--- src/rtl/bit_frame_deser_if.sv ---
// Output-side bus of bit_frame_deser: one deserialized word plus its
// frame qualifiers, moved with a valid/ready handshake.
// BIT_FRAME_PARITY_EN adds the parity_err qualifier to the bus.
interface bit_frame_deser_if #(parameter int DATA_W = 8);
  logic [DATA_W-1:0] dout;
  logic              dout_valid;
  logic              dout_ready;
  logic              frame_first;
  logic              frame_last;
`ifdef BIT_FRAME_PARITY_EN
  logic              parity_err;

  modport master (output dout, dout_valid, frame_first, frame_last, parity_err,
                  input  dout_ready);
  modport slave  (input  dout, dout_valid, frame_first, frame_last, parity_err,
                  output dout_ready);
`else
  modport master (output dout, dout_valid, frame_first, frame_last,
                  input  dout_ready);
  modport slave  (input  dout, dout_valid, frame_first, frame_last,
                  output dout_ready);
`endif
endinterface

--- src/rtl/bit_frame_deser.sv ---
// bit_frame_deser: after each lock pulse from the sync detector, collects
// FRAME_WORDS words of DATA_W bits (MSB first) from the serial stream and
// presents them one at a time in a valid/ready output register. A word
// that completes while the register still holds an unconsumed word is
// dropped and flagged in the sticky overrun bit.
// Optional feature macro: BIT_FRAME_PARITY_EN (one even-parity bit follows
// each word's LSB; parity_err travels with the word on the bus).
module bit_frame_deser #(
  parameter int DATA_W      = 8,
  parameter int FRAME_WORDS = 4
) (
  input  logic clk,
  input  logic rst,
  input  logic i_din,
  input  logic i_lock,
  input  logic i_ovr_clr,
  output logic o_overrun,
  bit_frame_deser_if.master bus
);

`ifdef BIT_FRAME_PARITY_EN
  localparam int WORD_BITS = DATA_W + 1;
`else
  localparam int WORD_BITS = DATA_W;
`endif
  localparam int BCW = (WORD_BITS > 1) ? $clog2(WORD_BITS) : 1;
  localparam int WCW = (FRAME_WORDS > 1) ? $clog2(FRAME_WORDS) : 1;
  localparam logic [BCW-1:0] BIT_LAST  = BCW'(WORD_BITS - 1);
  localparam logic [WCW-1:0] WORD_LAST = WCW'(FRAME_WORDS - 1);

  typedef enum logic {HUNT, SHIFT} state_t;

  state_t            r_state, w_state_next;
  logic [BCW-1:0]    r_bit_cnt, w_bit_cnt_next;
  logic [WCW-1:0]    r_word_cnt, w_word_cnt_next;
  logic [DATA_W-1:0] r_shreg;
  logic              w_shift_en;
  logic              w_word_done;
  logic              w_load;
  logic              w_drop;
  logic [DATA_W-1:0] w_word;
  logic              w_perr;

  logic [DATA_W-1:0] r_dout;
  logic              r_valid;
  logic              r_first;
  logic              r_last;
  logic              r_overrun;
  logic              r_perr;

  // Next-state and counter logic; lock only matters while hunting
  always_comb begin
    w_state_next    = r_state;
    w_bit_cnt_next  = r_bit_cnt;
    w_word_cnt_next = r_word_cnt;
    w_shift_en      = 1'b0;
    w_word_done     = 1'b0;
    unique case (r_state)
      HUNT: begin
        if (i_lock) begin
          w_state_next    = SHIFT;
          w_shift_en      = 1'b1;
          w_bit_cnt_next  = BCW'(1);
          w_word_cnt_next = '0;
        end
      end
      SHIFT: begin
        w_shift_en = 1'b1;
        if (r_bit_cnt == BIT_LAST) begin
          w_word_done    = 1'b1;
          w_bit_cnt_next = '0;
          if (r_word_cnt == WORD_LAST) begin
            w_state_next    = HUNT;
            w_word_cnt_next = '0;
          end else begin
            w_word_cnt_next = r_word_cnt + WCW'(1);
          end
        end else begin
          w_bit_cnt_next = r_bit_cnt + BCW'(1);
        end
      end
      default: w_state_next = HUNT;
    endcase
  end

`ifdef BIT_FRAME_PARITY_EN
  // The shift register already holds the full payload when the parity bit arrives
  always_comb begin
    w_word = r_shreg;
    w_perr = ^{r_shreg, i_din};
  end
`else
  // The word is completed by the bit arriving at this edge
  always_comb begin
    w_word = {r_shreg[DATA_W-2:0], i_din};
    w_perr = 1'b0;
  end
`endif

  // Output register accepts a new word if it is empty or being emptied now
  always_comb begin
    w_load = w_word_done && (!r_valid || bus.dout_ready);
    w_drop = w_word_done && r_valid && !bus.dout_ready;
  end

  // FSM state and bit/word counters
  always_ff @(posedge clk) begin
    if (rst) begin
      r_state    <= HUNT;
      r_bit_cnt  <= '0;
      r_word_cnt <= '0;
    end else begin
      r_state    <= w_state_next;
      r_bit_cnt  <= w_bit_cnt_next;
      r_word_cnt <= w_word_cnt_next;
    end
  end

  // Serial-to-parallel shift register, MSB arrives first
  always_ff @(posedge clk) begin
    if (rst) begin
      r_shreg <= '0;
    end else if (w_shift_en) begin
      r_shreg <= {r_shreg[DATA_W-2:0], i_din};
    end
  end

  // Output word register with valid/ready handshake
  always_ff @(posedge clk) begin
    if (rst) begin
      r_dout  <= '0;
      r_valid <= 1'b0;
      r_first <= 1'b0;
      r_last  <= 1'b0;
      r_perr  <= 1'b0;
    end else if (w_load) begin
      r_dout  <= w_word;
      r_valid <= 1'b1;
      r_first <= (r_word_cnt == '0);
      r_last  <= (r_word_cnt == WORD_LAST);
      r_perr  <= w_perr;
    end else if (r_valid && bus.dout_ready) begin
      r_valid <= 1'b0;
    end
  end

  // Sticky overrun flag; a new drop wins over a clear at the same edge
  always_ff @(posedge clk) begin
    if (rst) begin
      r_overrun <= 1'b0;
    end else if (w_drop) begin
      r_overrun <= 1'b1;
    end else if (i_ovr_clr) begin
      r_overrun <= 1'b0;
    end
  end

  assign bus.dout        = r_dout;
  assign bus.dout_valid  = r_valid;
  assign bus.frame_first = r_first;
  assign bus.frame_last  = r_last;
  assign o_overrun       = r_overrun;
`ifdef BIT_FRAME_PARITY_EN
  assign bus.parity_err  = r_perr;
`endif

endmodule

--- src/flat_wrapper.sv ---
// flat-port wrapper written by rule: the top's interface ports become plain ports
module bit_frame_deser_flat 
#(
  parameter int DATA_W      = 8,
  parameter int FRAME_WORDS = 4
)
  (clk, rst, i_din, i_lock, i_ovr_clr, o_overrun, bus_dout, bus_dout_valid, bus_frame_first, bus_frame_last, bus_dout_ready);
  bit_frame_deser_if #(.DATA_W(DATA_W)) bus_i ();
  input  logic clk;
  input  logic rst;
  input  logic i_din;
  input  logic i_lock;
  input  logic i_ovr_clr;
  output logic o_overrun;
  output wire logic [$bits(bus_i.dout)-1:0] bus_dout;
  output wire logic [$bits(bus_i.dout_valid)-1:0] bus_dout_valid;
  output wire logic [$bits(bus_i.frame_first)-1:0] bus_frame_first;
  output wire logic [$bits(bus_i.frame_last)-1:0] bus_frame_last;
  input wire logic [$bits(bus_i.dout_ready)-1:0] bus_dout_ready;
  assign bus_dout = bus_i.dout;
  assign bus_dout_valid = bus_i.dout_valid;
  assign bus_frame_first = bus_i.frame_first;
  assign bus_frame_last = bus_i.frame_last;
  assign bus_i.dout_ready = bus_dout_ready;
  bit_frame_deser #(.DATA_W(DATA_W), .FRAME_WORDS(FRAME_WORDS)) u_core (.clk(clk), .rst(rst), .i_din(i_din), .i_lock(i_lock), .i_ovr_clr(i_ovr_clr), .o_overrun(o_overrun), .bus(bus_i));
endmodule
--- config.mk ---
export PLATFORM = sky130hd
export DESIGN_NAME = bit_frame_deser_flat
export DESIGN_NICKNAME = d
export VERILOG_FILES = /design/src/rtl/bit_frame_deser_if.sv /design/src/rtl/bit_frame_deser.sv /design/src/flat_wrapper.sv
export SDC_FILE = /design/constraint.sdc
export NUM_CORES = 1
export LEC_CHECK = 0
export ABC_CLOCK_PERIOD_IN_PS = 2600
export CORE_MARGIN = 5
export CORE_UTILIZATION = 54
export DETAILED_ROUTE_END_ITERATION = 16
export PLACE_DENSITY = 0.81
export SETUP_SLACK_MARGIN = 0.2
export SLEW_MARGIN = 0
export SYNTH_ARGS = -nofsm -noshare
export SYNTH_HDL_FRONTEND = slang
export SYNTH_SLANG_ARGS = --single-unit
--- constraint.sdc ---
create_clock -name clk -period 2.6 [get_ports clk]
set_input_delay 0.52 -clock clk [delete_from_list [all_inputs] [get_ports clk]]
set_output_delay 0.52 -clock clk [all_outputs]
set_load 0.005 [all_outputs]
==> results of run 1 <==
## cell usage in the layout (no fill, tap or decap)
| cell type | instances |
|---|---|
| o21bai_1 | 1 |
| nand2b_1 | 21 |
| o21ai_1 | 8 |
| clkdlybuf4s50_1 | 17 |
| nor2b_1 | 1 |
| nor2_8 | 1 |
| clkbuf_4 | 3 |
| and2b_1 | 1 |
| ha_1 | 4 |
| buf_4 | 3 |
| inv_1 | 3 |
| clkinv_2 | 1 |
| nor2_4 | 1 |
| nand3_1 | 1 |
| o31a_1 | 1 |
| mux2i_1 | 10 |
| nor3b_1 | 2 |
| nand2_2 | 1 |
| nand2_1 | 7 |
| a32oi_1 | 1 |
| a311oi_1 | 1 |
| a21oi_1 | 13 |
| dfxtp_1 | 25 |
| nor2_1 | 4 |
## cells by family after synthesis
kind of cell	after synthesis	synth area share, %
muxes	10	9.303
buffers and inverters	9	3.953
AOI/OAI and AO/OA	25	12.91
and+or+nand+nor	40	22.67
adders and majority gates	4	4.651
DFF	25	46.51
## registers in the layout, summed over array words and instances (netlist names)
name and flops:
u_core.bus.dout 8, u_core.r_shreg 7, u_core.bus.dout_valid 1, u_core.o_overrun 1
u_core.bus.frame_first 1, u_core.r_state 1, u_core.r_word_cnt 2, u_core.bus.frame_last 1
u_core.r_bit_cnt 3
## where the power goes
part	switching (mW)	internal, mW	total (mW)
logic	0.0236	0.0226	0.0463
registers	0.00521	0.389	0.394
clock network	0.111	0.0576	0.168
total	0.140	0.469	0.609
## routing by layer
layer	global-route usage [%]	wire, um	up-vias
met5	0	0	-
met4	9.959	53	0
met3	2.997	91	5
met2	26.38	917	15
li1	-	-	416
met1	19.14	884	373
## path summary, 6_finish.rpt
path                                           from                 end  slack [ns]  depth (start not counted)
worst min register to register    u_core.r_shreg[6]   u_core.r_shreg[6]        0.47                          2
worst max register to register  u_core.r_bit_cnt[0]  u_core.bus.dout[0]        1.10                          5
worst min-delay path              u_core.r_shreg[6]   u_core.r_shreg[6]        0.47                          2
worst max-delay path             u_core.bus.dout[5]         bus_dout[5]        0.91                          1
## cell type report
type	instances	area, um^2	area share [%]
Clock buffer	3	22.52	1.734
Inverter	3	11.26	0.8670
Tap cell	27	33.78	2.601
Timing Repair Buffer	20	192.7	14.84
Sequential cell	25	500.5	38.54
Clock inverter	1	5.005	0.3854
Multi-Input combinational cell	79	533.0	41.04
## synthesized netlist by cell type, drive strengths merged
master	number
and2b	1
o21bai	1
a21oi	13
clkbuf	1
nor3b	2
a32oi	1
nand3	1
o21ai	8
nor2b	1
nor2	6
mux2i	10
nand2b	21
inv	3
ha	4
a311oi	1
dfxtp	25
buf	5
o31a	1
nand2	8
## through the flow
| step | util [%] | total power [mW] | hold slack [ns] | cell area (um^2) | worst slack [ns] |
|---|---|---|---|---|---|
| floorplan | - | 0.4327 | 0.4324 | 1076 | 1.316 |
| global placement | 66.15 | 0.4465 | 0.4446 | 1271 | 0.7656 |
| detailed placement | 66.15 | 0.4490 | 0.4615 | 1271 | 0.7352 |
| CTS | 67.58 | 0.6208 | 0.4833 | 1299 | 0.8808 |
| global route | 67.58 | 0.6414 | 0.4973 | 1299 | 0.8163 |
| finish | 67.58 | 0.6088 | 0.4732 | 1299 | 0.9053 |
==> results.sh, run 1 <==
export IMPL_crit_required_ns=2.08
export IMPL_critPathKind="register to primary output"
export IMPL_critPathLaunchType="register"
export IMPL_cp_top_family="buffers and inverters"
export IMPL_vias_per_cell=5.120
export IMPL_placed_cells=154
export IMPL_nFillCells=166
export IMPL_hold_class="register to register"
export IMPL_slowest_delay_ns=0.51
export IMPL_critPathSlowestCell="clkdlybuf4s50_1"
export IMPL_synth_cell_types=23
export IMPL_insertion_delay_ns=0.31
export IMPL_antenna_found_initial=0
export IMPL_drv_cap=0
export IMPL_clk_path_buf_depth=2
export IMPL_slew_headroom_pct=53.94
export IMPL_drtIter0Drc=7
export IMPL_vias=809
export IMPL_grt_pass1_wl_um=3456
export IMPL_synth_top_cell_by_area="dfxtp_1"
export IMPL_start_util_pct=55.99
export IMPL_hold_viol=0
export IMPL_critPathMaxFanout=2
export IMPL_globalplace_congestion=0.7242
export IMPL_numClockSinks=25
export IMPL_path_buf_inv=1
export IMPL_placementRows=16
export IMPL_ant_nets=0
export IMPL_root_buffer="clkbuf_4"
export IMPL_cts_tree="yes"
export IMPL_final_nets=142
export IMPL_tns_ns=0
export IMPL_grt_overflow_total=0
export IMPL_die_w_um=54.64
export IMPL_crit_chain="clkdlybuf4s50_1"
export IMPL_seq_area_frac_synth_pct=46.51
export IMPL_drc=0
export IMPL_tightestPinTransition_ns=0.6887
export IMPL_cts_setup_buffers=0
export IMPL_syn_area_per_cell_um2=9.522
export IMPL_place_hpwl_um=1412
export IMPL_rsz0062_at_grt="no"
export IMPL_final_cells=158
export IMPL_status="complete, no violations"
export IMPL_die_y_um=54.64
export IMPL_peakVddDrop_v=0.0003097
export IMPL_power_leakage_nw=0.4435
export IMPL_dieArea_mm2=0.002986
export IMPL_mappedNetlistNets=123
export IMPL_yosysWarnings=0
export IMPL_post_cts_resized=0
export IMPL_cp_arrival_ns=1.17
export IMPL_ios=18
export IMPL_grt_pass1_vias=802
export IMPL_layout_drive_gt1_share_pct=7.634
export IMPL_timing_final_crit_share_pct=65.18
export IMPL_coreArea_mm2=0.001922
export IMPL_clk_pin_slew_worst_paths_ns=0.13
export IMPL_cts_inserted_buffers=3
export IMPL_port_buffer_count=17
export IMPL_fmax_ghz=0.5901
export IMPL_cts_hold_buf=0
export IMPL_syn_area_mm2=0.001076
export IMPL_ys_ff_latch=25
export IMPL_period_needed_ns=1.695
export IMPL_diodes=0
export IMPL_synth_top_cell_area_share_pct=46.51
export IMPL_setup_viol=0
export IMPL_wl_um=1946
export IMPL_drv_slew=0
export IMPL_clock_skew_final_ns=0.005381
export IMPL_wl_per_cell_um=12.32
export IMPL_first_pass_iters=2
export IMPL_syn_inst=113
export IMPL_end_kind="primary output"
export IMPL_grt_use_total_pct=16.10
export IMPL_area_growth_pct=20.70
export IMPL_synthTopCellsByArea="dfxtp_1, nand2b_1, mux2i_1"
export IMPL_grt_start_max_net_pins=28
export IMPL_powerDensity_mw_per_mm2=468.8
export IMPL_htree_num_levels=1
(Power assumes the default switching activity.)
==> run 2, diff against run 1 <==
--- a/config.mk
+++ b/config.mk
@@ -5,11 +5,11 @@
 export SDC_FILE = /design/constraint.sdc
 export NUM_CORES = 1
 export LEC_CHECK = 0
-export ABC_CLOCK_PERIOD_IN_PS = 2600
+export ABC_CLOCK_PERIOD_IN_PS = 1400
 export CORE_MARGIN = 5
-export CORE_UTILIZATION = 54
+export CORE_UTILIZATION = 46
 export DETAILED_ROUTE_END_ITERATION = 16
-export PLACE_DENSITY = 0.81
+export PLACE_DENSITY = 0.73
 export SETUP_SLACK_MARGIN = 0.2
 export SLEW_MARGIN = 0
 export SYNTH_ARGS = -nofsm -noshare
==> constraint.sdc (replaced) <==
create_clock -name clk -period 1.4 [get_ports clk]
set_input_delay 0.28 -clock clk [delete_from_list [all_inputs] [get_ports clk]]
set_output_delay 0.28 -clock clk [all_outputs]
set_load 0.005 [all_outputs]
==> run 2 against run 1 <==
Compared with the run above: clock skew down 0.0025 ns; critical path depth increased by 4; via count grew 3.6%; sequential share of layout area fell by 2.2 points; design area grew 10%; first-iteration DRC count fell by 29%; non-clock buffer count up 6.
==> results.sh, run 2 (synthesized netlist as in run 1, its figures left out) <==
export IMPL_drc=0
export IMPL_globalplace_congestion=0.6877
export IMPL_port_buffer_count=17
export IMPL_end_kind="register"
export IMPL_dieArea_mm2=0.003406
export IMPL_clk_path_buf_depth=2
export IMPL_clock_skew_final_ns=0.002899
export IMPL_cts_inserted_buffers=3
export IMPL_wl_um=2148
export IMPL_antenna_found_initial=0
export IMPL_path_buf_inv=0
export IMPL_largest_reg_flops=8
export IMPL_diodes=0
export IMPL_slowest_delay_ns=0.39
export IMPL_grt_start_max_net_pins=36
export IMPL_numClockSinks=25
export IMPL_area_growth_pct=32.91
export IMPL_root_buffer="clkbuf_4"
export IMPL_layout_drive_gt1_share_pct=26.62
export IMPL_timing_final_crit_share_pct=90.93
export IMPL_first_pass_iters=4
export IMPL_r2r_cells=5
export IMPL_nFillCells=195
export IMPL_hold_class="register to register"
export IMPL_place_area_mm2=0.001305
export IMPL_hold_viol=0
export IMPL_cp_arrival_ns=1.52
export IMPL_status="complete, no violations"
export IMPL_drtIter0Drc=5
export IMPL_insertion_delay_ns=0.31
export IMPL_critPathKind="register to register"
export IMPL_multiInputGateArea_um2=586.8
export IMPL_pre_cts_slack_ns=-0.1438
export IMPL_clk_pin_slew_worst_paths_ns=0.14
export IMPL_tightestPinTransition_ns=0.3494
export IMPL_wl_per_cell_um=12.86
export IMPL_final_common_cell="nand2b_1"
export IMPL_drv_cap=0
export IMPL_vias_per_cell=5.018
export IMPL_place_hpwl_um=1332
export IMPL_grt_use_total_pct=13.79
export IMPL_grt_overflow_total=0
export IMPL_hold_path_depth=2
export IMPL_ant_nets=0
export IMPL_powerDensity_mw_per_mm2=812.7
export IMPL_peakVddDrop_v=0.0005068
export IMPL_cp_top_family="flip-flops"
export IMPL_htree_num_levels=1
export IMPL_layout_common_cells="nand2b_1, dfxtp_2, a21oi_1, clkdlybuf4s15_1, dfxtp_1"
export IMPL_total_power_mw=1.162
export IMPL_critPathLaunch="u_core.r_bit_cnt[0]"
export IMPL_grt_pass1_wl_um=3608
export IMPL_fmax_ghz=0.7855
export IMPL_start_util_pct=48.18
export IMPL_reg2reg_to="u_core.bus.dout[5]"
export IMPL_drv_slew=0
export IMPL_cts_tree="yes"
export IMPL_critPathLaunchType="register"
export IMPL_vias=838
export IMPL_layout_area_seq_um2=519.2
export IMPL_design_area_mm2=0.001430
export IMPL_reg2reg_from="u_core.r_bit_cnt[0]"
export IMPL_worstHoldStart="u_core.r_shreg[6]"
export IMPL_die_w_um=58.37
export IMPL_final_nets=150
export IMPL_critPathSlowestCell="dfxtp_2"
export IMPL_die_y_um=58.37
export IMPL_placementRows=17
export IMPL_setup_viol=0
export IMPL_critPathMaxFanout=5
export IMPL_rsz0062_at_grt="yes"
export IMPL_crit_chain="ha_4 -> ha_4 -> nand2_4 -> nor2_8 -> mux2i_2"
export IMPL_ios=18
export IMPL_cpMostUsedCell="ha_4"
export IMPL_slew_headroom_pct=76.71
export IMPL_setup_ws_ns=0.1270
export IMPL_period_needed_ns=1.273
export IMPL_crit_required_ns=1.64
export IMPL_grt_pass1_vias=782
export IMPL_cts_hold_buf=0
export IMPL_whs_ns=0.4710
export IMPL_reg2reg_slack_ns=0.13
export IMPL_coreArea_mm2=0.002233
export IMPL_whs_endpoint="u_core.r_shreg[6]"
export IMPL_power_leakage_nw=0.5174
[run 2: cell types whose count changed in the layout (fill, tap and decap cells not counted), sizes merged]
cell,change
clkdlybuf4s15,+12
buf,+6
nor2,+2
clkdlybuf4s50,-12
[run 2: cell type report]
type	count	share of cell area, %
clock buffers	3	1.575
clock inverters	1	0.3500
inverters	3	0.7874
multi-input cells	81	41.03
flip-flops and latches	25	36.31
well taps	28	2.450
repair buffers	26	17.50
[run 2: worst min-delay path, delay by kind of cell (launching register included)]
kind,cells,cell delay (ns)
compound gates,1,0.05
flops,1,0.34
simple gates,1,0.05
[run 2: repair_timing]
| action | 4_1_cts | 5_1_grt |
|---|---|---|
| gates cloned | 1 | 1 |
| pin swaps | 3 | 2 |
| gates resized for setup | 30 | 14 |
| setup buffers | 4 | 1 |
| endpoints found under the setup margin | 25 | 31 |
[run 2: metrics by stage]
| step | util (%) | cells | setup TNS [ns] |
|---|---|---|---|
| after floorplan | - | 113 | 0 |
| after global placement | 58.43 | 156 | -1.088 |
| after detailed placement | 58.43 | 156 | -1.189 |
| after CTS | 62.47 | 165 | 0 |
| after global routing | 64.03 | 167 | 0 |
| final | 64.03 | 167 | 0 |
[run 2: routing by layer]
| layer | up-vias | share of wire, % | global-route usage (%) |
|---|---|---|---|
| met1 | 381 | 45 | 18.73 |
| li1 | 435 | - | - |
| met4 | 0 | 1.6 | 4.967 |
| met2 | 18 | 49 | 21.69 |
| met3 | 4 | 4.5 | 2.632 |
| met5 | - | 0 | 0 |
[run 2: how the worst max path moves through the flow]
stage	endpoint	slack [ns]	depth (start not counted)
after CTS	u_core.bus.dout[5]	0.13	5
after detailed placement	u_core.bus.dout[5]	-0.14	4
after floorplan	u_core.bus.dout[0]	0.20	5
final	u_core.bus.dout[5]	0.13	5
after global placement	u_core.bus.frame_last	-0.12	4
after global routing	u_core.bus.dout[4]	0.07	5
[run 2: where the power goes]
| group | switching, mW | total (mW) | internal [mW] |
|---|---|---|---|
| Clock | 0.215 | 0.322 | 0.107 |
| Combinational | 0.0497 | 0.104 | 0.0547 |
| Sequential | 0.0128 | 0.736 | 0.723 |
| Total | 0.277 | 1.16 | 0.885 |
